`src/rtl/blur_writeback_if.sv`:
```
// Handshake/bus bundle between the blur convolver, the writeback stage and the blurred-image memory.
interface blur_writeback_if #(
   parameter int unsigned IMG_W = 200,
   parameter int unsigned IMG_H = 200
);
   localparam int unsigned XW = $clog2(IMG_W);
   localparam int unsigned YW = (IMG_H > 1) ? $clog2(IMG_H) : 1;

   logic          new_trans;
   logic          blur_complete;
   logic [7:0]    blurred_pixel;
   logic          wack;
   logic          wen_out;
   logic [XW-1:0] x_addr_out;
   logic [YW-1:0] y_addr_out;
   logic [7:0]    wdat_out;
   logic          frame_done;
   logic          busy;
   logic          err;

   modport slave (
      input  new_trans, blur_complete, blurred_pixel, wack,
      output wen_out, x_addr_out, y_addr_out, wdat_out, frame_done, busy, err
   );

   modport master (
      output new_trans, blur_complete, blurred_pixel, wack,
      input  wen_out, x_addr_out, y_addr_out, wdat_out, frame_done, busy, err
   );
endinterface

```
`src/rtl/blur_writeback.sv`:
```
// Blurred-pixel writeback: tags each pixel with its scan-order coordinate, queues it,
// and writes it to the blurred-image memory through a wen/wack handshake.
module blur_writeback #(
   parameter int unsigned IMG_W      = 200,
   parameter int unsigned IMG_H      = 200,
   parameter int unsigned FIFO_DEPTH = 4,
   parameter int unsigned SERPENTINE = 1
) (
   input logic             clk,
   input logic             n_rst,
   blur_writeback_if.slave bus
);
   localparam int unsigned XW    = $clog2(IMG_W);
   localparam int unsigned YW    = (IMG_H > 1) ? $clog2(IMG_H) : 1;
   localparam int unsigned PW    = $clog2(FIFO_DEPTH);
   localparam int unsigned TOTAL = IMG_W * IMG_H;
   localparam int unsigned CW    = $clog2(TOTAL + 1);

   typedef enum logic [1:0] {IDLE, RUN, DRAIN, DONE} state_t;

   typedef struct packed {
      logic [XW-1:0] x;
      logic [YW-1:0] y;
      logic [7:0]    pix;
   } entry_t;

   state_t        state;
   entry_t        mem [FIFO_DEPTH];
   entry_t        head;
   logic [PW-1:0] wr_ptr;
   logic [PW-1:0] rd_ptr;
   logic [PW:0]   count;
   logic [PW:0]   count_nxt;
   logic [XW-1:0] x;
   logic [XW-1:0] x_nxt;
   logic [YW-1:0] y;
   logic [YW-1:0] y_nxt;
   logic [CW-1:0] pix_cnt;
   logic          err;
   logic          frame_done;
   logic          empty;
   logic          full;
   logic          pop;
   logic          in_run;
   logic          push;
   logic          drop;
   logic          stray;
   logic          last_px;

   // Handshake qualifiers; a full FIFO still accepts a push when it pops in the same cycle
   always_comb begin
      empty   = (count == '0);
      full    = (count == (PW+1)'(FIFO_DEPTH));
      pop     = !empty && bus.wack;
      in_run  = (state == RUN) && bus.blur_complete;
      push    = in_run && (!full || pop);
      drop    = in_run && full && !pop;
      stray   = bus.blur_complete && (state != RUN);
      last_px = in_run && (pix_cnt == CW'(TOTAL - 1));
      count_nxt = count;
      if (push && !pop)
         count_nxt = count + (PW+1)'(1);
      else if (!push && pop)
         count_nxt = count - (PW+1)'(1);
   end

   // Scan-order coordinate advance; wraps to the origin after the final pixel of the frame
   always_comb begin
      x_nxt = x;
      y_nxt = y;
      if (last_px) begin
         x_nxt = '0;
         y_nxt = '0;
      end else if ((SERPENTINE != 0) && y[0]) begin
         if (x == '0)
            y_nxt = y + YW'(1);
         else
            x_nxt = x - XW'(1);
      end else begin
         if (x == XW'(IMG_W - 1)) begin
            y_nxt = y + YW'(1);
            if (SERPENTINE == 0)
               x_nxt = '0;
         end else begin
            x_nxt = x + XW'(1);
         end
      end
   end

   always_ff @(posedge clk) begin
      if (!n_rst) begin
         state      <= IDLE;
         wr_ptr     <= '0;
         rd_ptr     <= '0;
         count      <= '0;
         x          <= '0;
         y          <= '0;
         pix_cnt    <= '0;
         err        <= 1'b0;
         frame_done <= 1'b0;
      end else if (bus.new_trans) begin
         state      <= RUN;
         wr_ptr     <= '0;
         rd_ptr     <= '0;
         count      <= '0;
         x          <= '0;
         y          <= '0;
         pix_cnt    <= '0;
         err        <= 1'b0;
         frame_done <= 1'b0;
      end else begin
         frame_done <= 1'b0;
         count      <= count_nxt;
         if (push)
            wr_ptr <= wr_ptr + PW'(1);
         if (pop)
            rd_ptr <= rd_ptr + PW'(1);
         if (drop || stray)
            err <= 1'b1;
         // Dropped pixels still consume a coordinate so later pixels land correctly
         if (in_run) begin
            x       <= x_nxt;
            y       <= y_nxt;
            pix_cnt <= last_px ? '0 : pix_cnt + CW'(1);
         end
         case (state)
            RUN: begin
               if (last_px) begin
                  if (count_nxt == '0) begin
                     state      <= DONE;
                     frame_done <= 1'b1;
                  end else begin
                     state <= DRAIN;
                  end
               end
            end
            DRAIN: begin
               if (count_nxt == '0) begin
                  state      <= DONE;
                  frame_done <= 1'b1;
               end
            end
            default: ;
         endcase
      end
   end

   // Queue storage needs no reset: the head is only exposed while the FIFO is non-empty
   always_ff @(posedge clk) begin
      if (push)
         mem[wr_ptr] <= {x, y, bus.blurred_pixel};
   end

   assign head           = mem[rd_ptr];
   assign bus.wen_out    = !empty;
   assign bus.x_addr_out = empty ? '0 : head.x;
   assign bus.y_addr_out = empty ? '0 : head.y;
   assign bus.wdat_out   = empty ? '0 : head.pix;
   assign bus.frame_done = frame_done;
   assign bus.busy       = (state == RUN) || (state == DRAIN);
   assign bus.err        = err;
endmodule

```
`src/flat_wrapper.sv`:
```
// flat-port wrapper written by rule: the top's interface ports become plain ports
module blur_writeback_flat 
#(
   parameter int unsigned IMG_W      = 200,
   parameter int unsigned IMG_H      = 200,
   parameter int unsigned FIFO_DEPTH = 4,
   parameter int unsigned SERPENTINE = 1
)
  (clk, n_rst, bus_new_trans, bus_blur_complete, bus_blurred_pixel, bus_wack, bus_wen_out, bus_x_addr_out, bus_y_addr_out, bus_wdat_out, bus_frame_done, bus_busy, bus_err);
  blur_writeback_if #(.IMG_W(IMG_W), .IMG_H(IMG_H)) bus_i ();
  input logic clk;
  input logic n_rst;
  input wire logic [$bits(bus_i.new_trans)-1:0] bus_new_trans;
  input wire logic [$bits(bus_i.blur_complete)-1:0] bus_blur_complete;
  input wire logic [$bits(bus_i.blurred_pixel)-1:0] bus_blurred_pixel;
  input wire logic [$bits(bus_i.wack)-1:0] bus_wack;
  output wire logic [$bits(bus_i.wen_out)-1:0] bus_wen_out;
  output wire logic [$bits(bus_i.x_addr_out)-1:0] bus_x_addr_out;
  output wire logic [$bits(bus_i.y_addr_out)-1:0] bus_y_addr_out;
  output wire logic [$bits(bus_i.wdat_out)-1:0] bus_wdat_out;
  output wire logic [$bits(bus_i.frame_done)-1:0] bus_frame_done;
  output wire logic [$bits(bus_i.busy)-1:0] bus_busy;
  output wire logic [$bits(bus_i.err)-1:0] bus_err;
  assign bus_i.new_trans = bus_new_trans;
  assign bus_i.blur_complete = bus_blur_complete;
  assign bus_i.blurred_pixel = bus_blurred_pixel;
  assign bus_i.wack = bus_wack;
  assign bus_wen_out = bus_i.wen_out;
  assign bus_x_addr_out = bus_i.x_addr_out;
  assign bus_y_addr_out = bus_i.y_addr_out;
  assign bus_wdat_out = bus_i.wdat_out;
  assign bus_frame_done = bus_i.frame_done;
  assign bus_busy = bus_i.busy;
  assign bus_err = bus_i.err;
  blur_writeback #(.IMG_W(IMG_W), .IMG_H(IMG_H), .FIFO_DEPTH(FIFO_DEPTH), .SERPENTINE(SERPENTINE)) u_core (.clk(clk), .n_rst(n_rst), .bus(bus_i));
endmodule
```
`config.mk`:
```
export PLATFORM = sky130hd
export DESIGN_NAME = blur_writeback_flat
export DESIGN_NICKNAME = d
export VERILOG_FILES = /design/src/rtl/blur_writeback_if.sv /design/src/rtl/blur_writeback.sv /design/src/flat_wrapper.sv
export SDC_FILE = /design/constraint.sdc
export NUM_CORES = 1
export LEC_CHECK = 0
export BUFFER_PORTS_ARGS = -buffer_cell sky130_fd_sc_hd__buf_2
export CORE_ASPECT_RATIO = 1.4
export CORE_MARGIN = 5
export CORE_UTILIZATION = 54
export CTS_CLUSTER_DIAMETER = 100
export DETAILED_ROUTE_END_ITERATION = 12
export GPL_TIMING_DRIVEN = 0
export PLACE_DENSITY_LB_ADDON = 0.25
export SLEW_MARGIN = 20
export SYNTH_ARGS = -nofsm -noshare
export SYNTH_HDL_FRONTEND = slang
export SYNTH_SLANG_ARGS = --single-unit
```
`constraint.sdc`:
```
create_clock -name clk -period 2.15 [get_ports clk]
set_input_delay 0.3225 -clock clk [delete_from_list [all_inputs] [get_ports clk]]
set_output_delay 0.3225 -clock clk [all_outputs]
set_load 0.03 [all_outputs]
```
==> flow_summary_export.csv <==
group,metric,value,unit
run_status,outcome,"complete, no violations",
sta,finalSetupViolations,0,
grt,track_usage,0.1964,
logic_synthesis,synth_compound_area_frac,0.05806,
place,port_buffers,40,
grt,antenna_found_initial,0,
run,max_cap_violations,0,
sta,tightestPinTransition,0.6505,ns
clocking,clkTransAtPathRegs,0.06,ns
die,die-area,0.01351,mm^2
routing,drc,0,
logic_synthesis,synth_top_family_by_area,"simple AND/OR/NAND/NOR gates",
sta,relSlewSlack,0.5663,
logic_synthesis,ys_seq_elements,141,
grt,grt_overflow,0,
logic_synthesis,syn_nets,479,
logic_synthesis,synthXorXnorAreaFrac,0.03891,
routing,vias_per_cell,5.785,
setup_path,crit_arrival,1.82,ns
finish,final_nets,552,
setup_path,cp-start-kind,"flop",
logic_synthesis,synth_top_area_frac,0.4744,
place,dp_hpwl,7.464,mm
sta,fin_crit_sh,0.9970,
min_path,hold_path.class,"in2reg",
finish,n_antenna_cell,0,
logic_synthesis,synth-edff-count,96,
routing,ant_nets,0,
clocking,cts_buffer_depth,2,
clocking,clk_latency,0.41,ns
power,total_leakage_power,2.674,nW
sta,holdWs,0.1225,ns
setup_path,worstPathRequired,1.83,ns
finish,multiInputGateArea,0.002394,mm^2
sta,hold_viol,0,
logic_synthesis,synthArstFlopShare,0,
finish,post-route-util,0.6997,
die,io_pins,41,
place,placed_cell_area,0.006461,mm^2
sta,clock_skew,0.005041,ns
logic_synthesis,yosys-mux-area-fraction,0.09389,
sta,setup_ws,0.006407,ns
clocking,clockRootBuffer,"clkbuf_16",
clocking,cts_htree_levels,4,
finish,drive_gt1_frac,0.3408,
clocking,cts.sinks,141,
routing,via_count,3905,
die,initial_utilization,0.5564,
logic_synthesis,yosysTopAreaCell,"edfxtp_1",
grt,grt_pass1_wl,19.63,mm
logic_synthesis,ys_warn_count,0,
finish,fillers,749,
routing,drt-pass1-iter-count,4,
routing,avgRoutedWirePerCell,18.80,um
place,pre_cts_slack,-0.5504,ns
logic_synthesis,netlist-cell-type-count,48,
sta,timing.fmax,0.4665,GHz
logic_synthesis,synth-main-ff-cell,"edfxtp_1",
logic_synthesis,synth_fa_ha_area_frac,0.03830,
finish,finalInstanceArea,0.007642,mm^2
finish,areaGrowthSynthToFinish,25.76,%
die,design.core.area,0.01092,mm^2
power,power_density,825.7,mW/mm^2
logic_synthesis,yosys-top-cells-area,"edfxtp_1 (47%), dfxtp_1 (15%), mux4_2 (8.9%)",
power,finalPower,6.310,mW
sta,slew_violations,0,
routing,dr.first_iter.drc_count,217,
sta,fin_crit,2.144,ns
die,die_w,99.66,um
logic_synthesis,yosysSeqAreaShare,0.6226,
logic_synthesis,yosys.area_share.simple,0.1293,
sta,rsz0062_at_grt,"true",
clocking,cts_made_buffers,17,
place,gp_congestion,0.8075,
grt,grt_max_degree,19,
finish,register_area,0.003805,mm^2
logic_synthesis,syn_inst,448,
die,die_h,135.5,um
routing,wirelength,12.69,mm
setup_path,crit_path_end_kind,"primary output",
min_path,holdPathStages,1,
clocking,cts_tree,"built",
clocking,holdBufCountCts,0,
logic_synthesis,synth.avg_cell_area,13.56,um^2
setup_path,cp_max_fo,10,
logic_synthesis,synth_area,0.006077,mm^2
setup_path,reg2reg_slack,0.04,ns
power,vdd_drop_max,0.6838,mV
die,core.rowCount,45,
setup_path,r2r_cells,6,
setup_path,path_class,"reg2out",
grt,grt_pass1_vias,3891,
timing repair:
item | in CTS | in global routing
endpoints found under the setup margin | 139 | 139
resized for setup | 96 | 39
cloned | 5 | 1
setup buffers | 5 | 8
pin swaps | 7 | 7
kinds of logic after synthesis:
group,count (synthesis)
XOR/XNOR,27
multiplexers,27
AO/OA/AOI/OAI,54
adder cells (fa/ha/maj),18
buffers and inverters,29
AND/OR/NAND/NOR,152
flip-flops,141
synthesized netlist by cell type (4+ instances only):
library cell / instances
nand4_1: 8
dfxtp_1: 45
nand3_1: 17
clkbuf_1: 11
o21ai_0: 11
inv_1: 11
nor2_1: 42
nand2_1: 22
a21oi_1: 16
edfxtp_1: 96
and2_1: 30
ha_1: 17
or3_1: 4
xor2_1: 16
and3_1: 4
mux4_2: 24
a22oi_1: 5
buf_2: 5
nor3_1: 9
xnor2_1: 11
cells in the final DEF (no fill, tap or decap), types with 3 or more instances in the layout:
cell        n
nand4_1     8
buf_2      22
a22oi_1     5
and4_1      3
xor2_1     16
and2_1      6
nand2_1    21
mux4_2     24
clkbuf_1    3
dfxtp_4     4
xnor2_1    11
mux2i_1     3
or3_1       4
a21o_1      3
o211ai_1    3
ha_1       13
dfxtp_1    36
buf_12      3
nor2_1     41
a21oi_1    15
buf_4      13
dfxtp_2     5
nor3_1      8
nand3_1    16
and2_4     28
buf_6      22
edfxtp_1   96
inv_1       9
clkinv_2    3
o21ai_0    11
clkbuf_8    4
clkbuf_16  23
state kept, by name, summed over array words and instances (netlist names), named ones only:
name,flops
u_core.bus.frame_done,1
u_core.count,3
u_core.rd_ptr,2
u_core.state,2
u_core.mem,96
u_core.x,8
u_core.y,8
u_core.bus.err,1
u_core.pix_cnt,16
u_core.wr_ptr,2
report_power, final:
group | leakage [nW] | switching (mW) | internal, mW | total (mW)
clock network | 0.312 | 1.07 | 1.89 | 2.96
logic | 1.14 | 0.233 | 0.192 | 0.425
registers | 1.22 | 0.0186 | 2.91 | 2.93
total | 2.67 | 1.32 | 4.99 | 6.31
stage by stage:
stage               setup TNS, ns  cells
floorplan                       0    448
global placement           -56.06    629
detailed placement         -58.61    629
CTS                       -0.1262    667
global route              -0.9127    675
finish                          0    675
area by class of cell:
type / count / area share
Buffer: 12 / 0.01588
Clock buffer: 26 / 0.07678
Clock inverter: 6 / 0.004912
Inverter: 12 / 0.006876
Multi-Input combinational cell: 283 / 0.3132
Sequential cell: 141 / 0.4979
Tap cell: 141 / 0.02308
Timing Repair Buffer: 54 / 0.06139
worst paths after layout:
| path | startpoint | end |
|---|---|---|
| max | flop | bus_y_addr_out[4] |
| min | bus_blurred_pixel[2] | u_core.mem[1][2]$_DFFE_PP_ |
| max reg2reg | u_core.x[6]$_SDFFE_PP0P_ | u_core.x[7]$_SDFFE_PP0P_ |
| min reg2reg | u_core.bus.err$_SDFFE_PP0P_ | u_core.bus.err$_SDFFE_PP0P_ |
worst max-delay path, stage by stage (launching register included):
cell	delay, ns
dfxtp_4	0.41
buf_12	0.17
mux4_2	0.52
and2_4	0.18
buf_6	0.13
layer usage:
| metal | part of all wire | GRT usage | up-vias |
|---|---|---|---|
| met5 | 0 | 0 | - |
| met4 | 0.018 | 0.08276 | 0 |
| met3 | 0.040 | 0.05410 | 18 |
| met2 | 0.56 | 0.3643 | 96 |
| met1 | 0.38 | 0.2058 | 1965 |
| li1 | - | - | 1826 |
(Power assumes the default switching activity.)
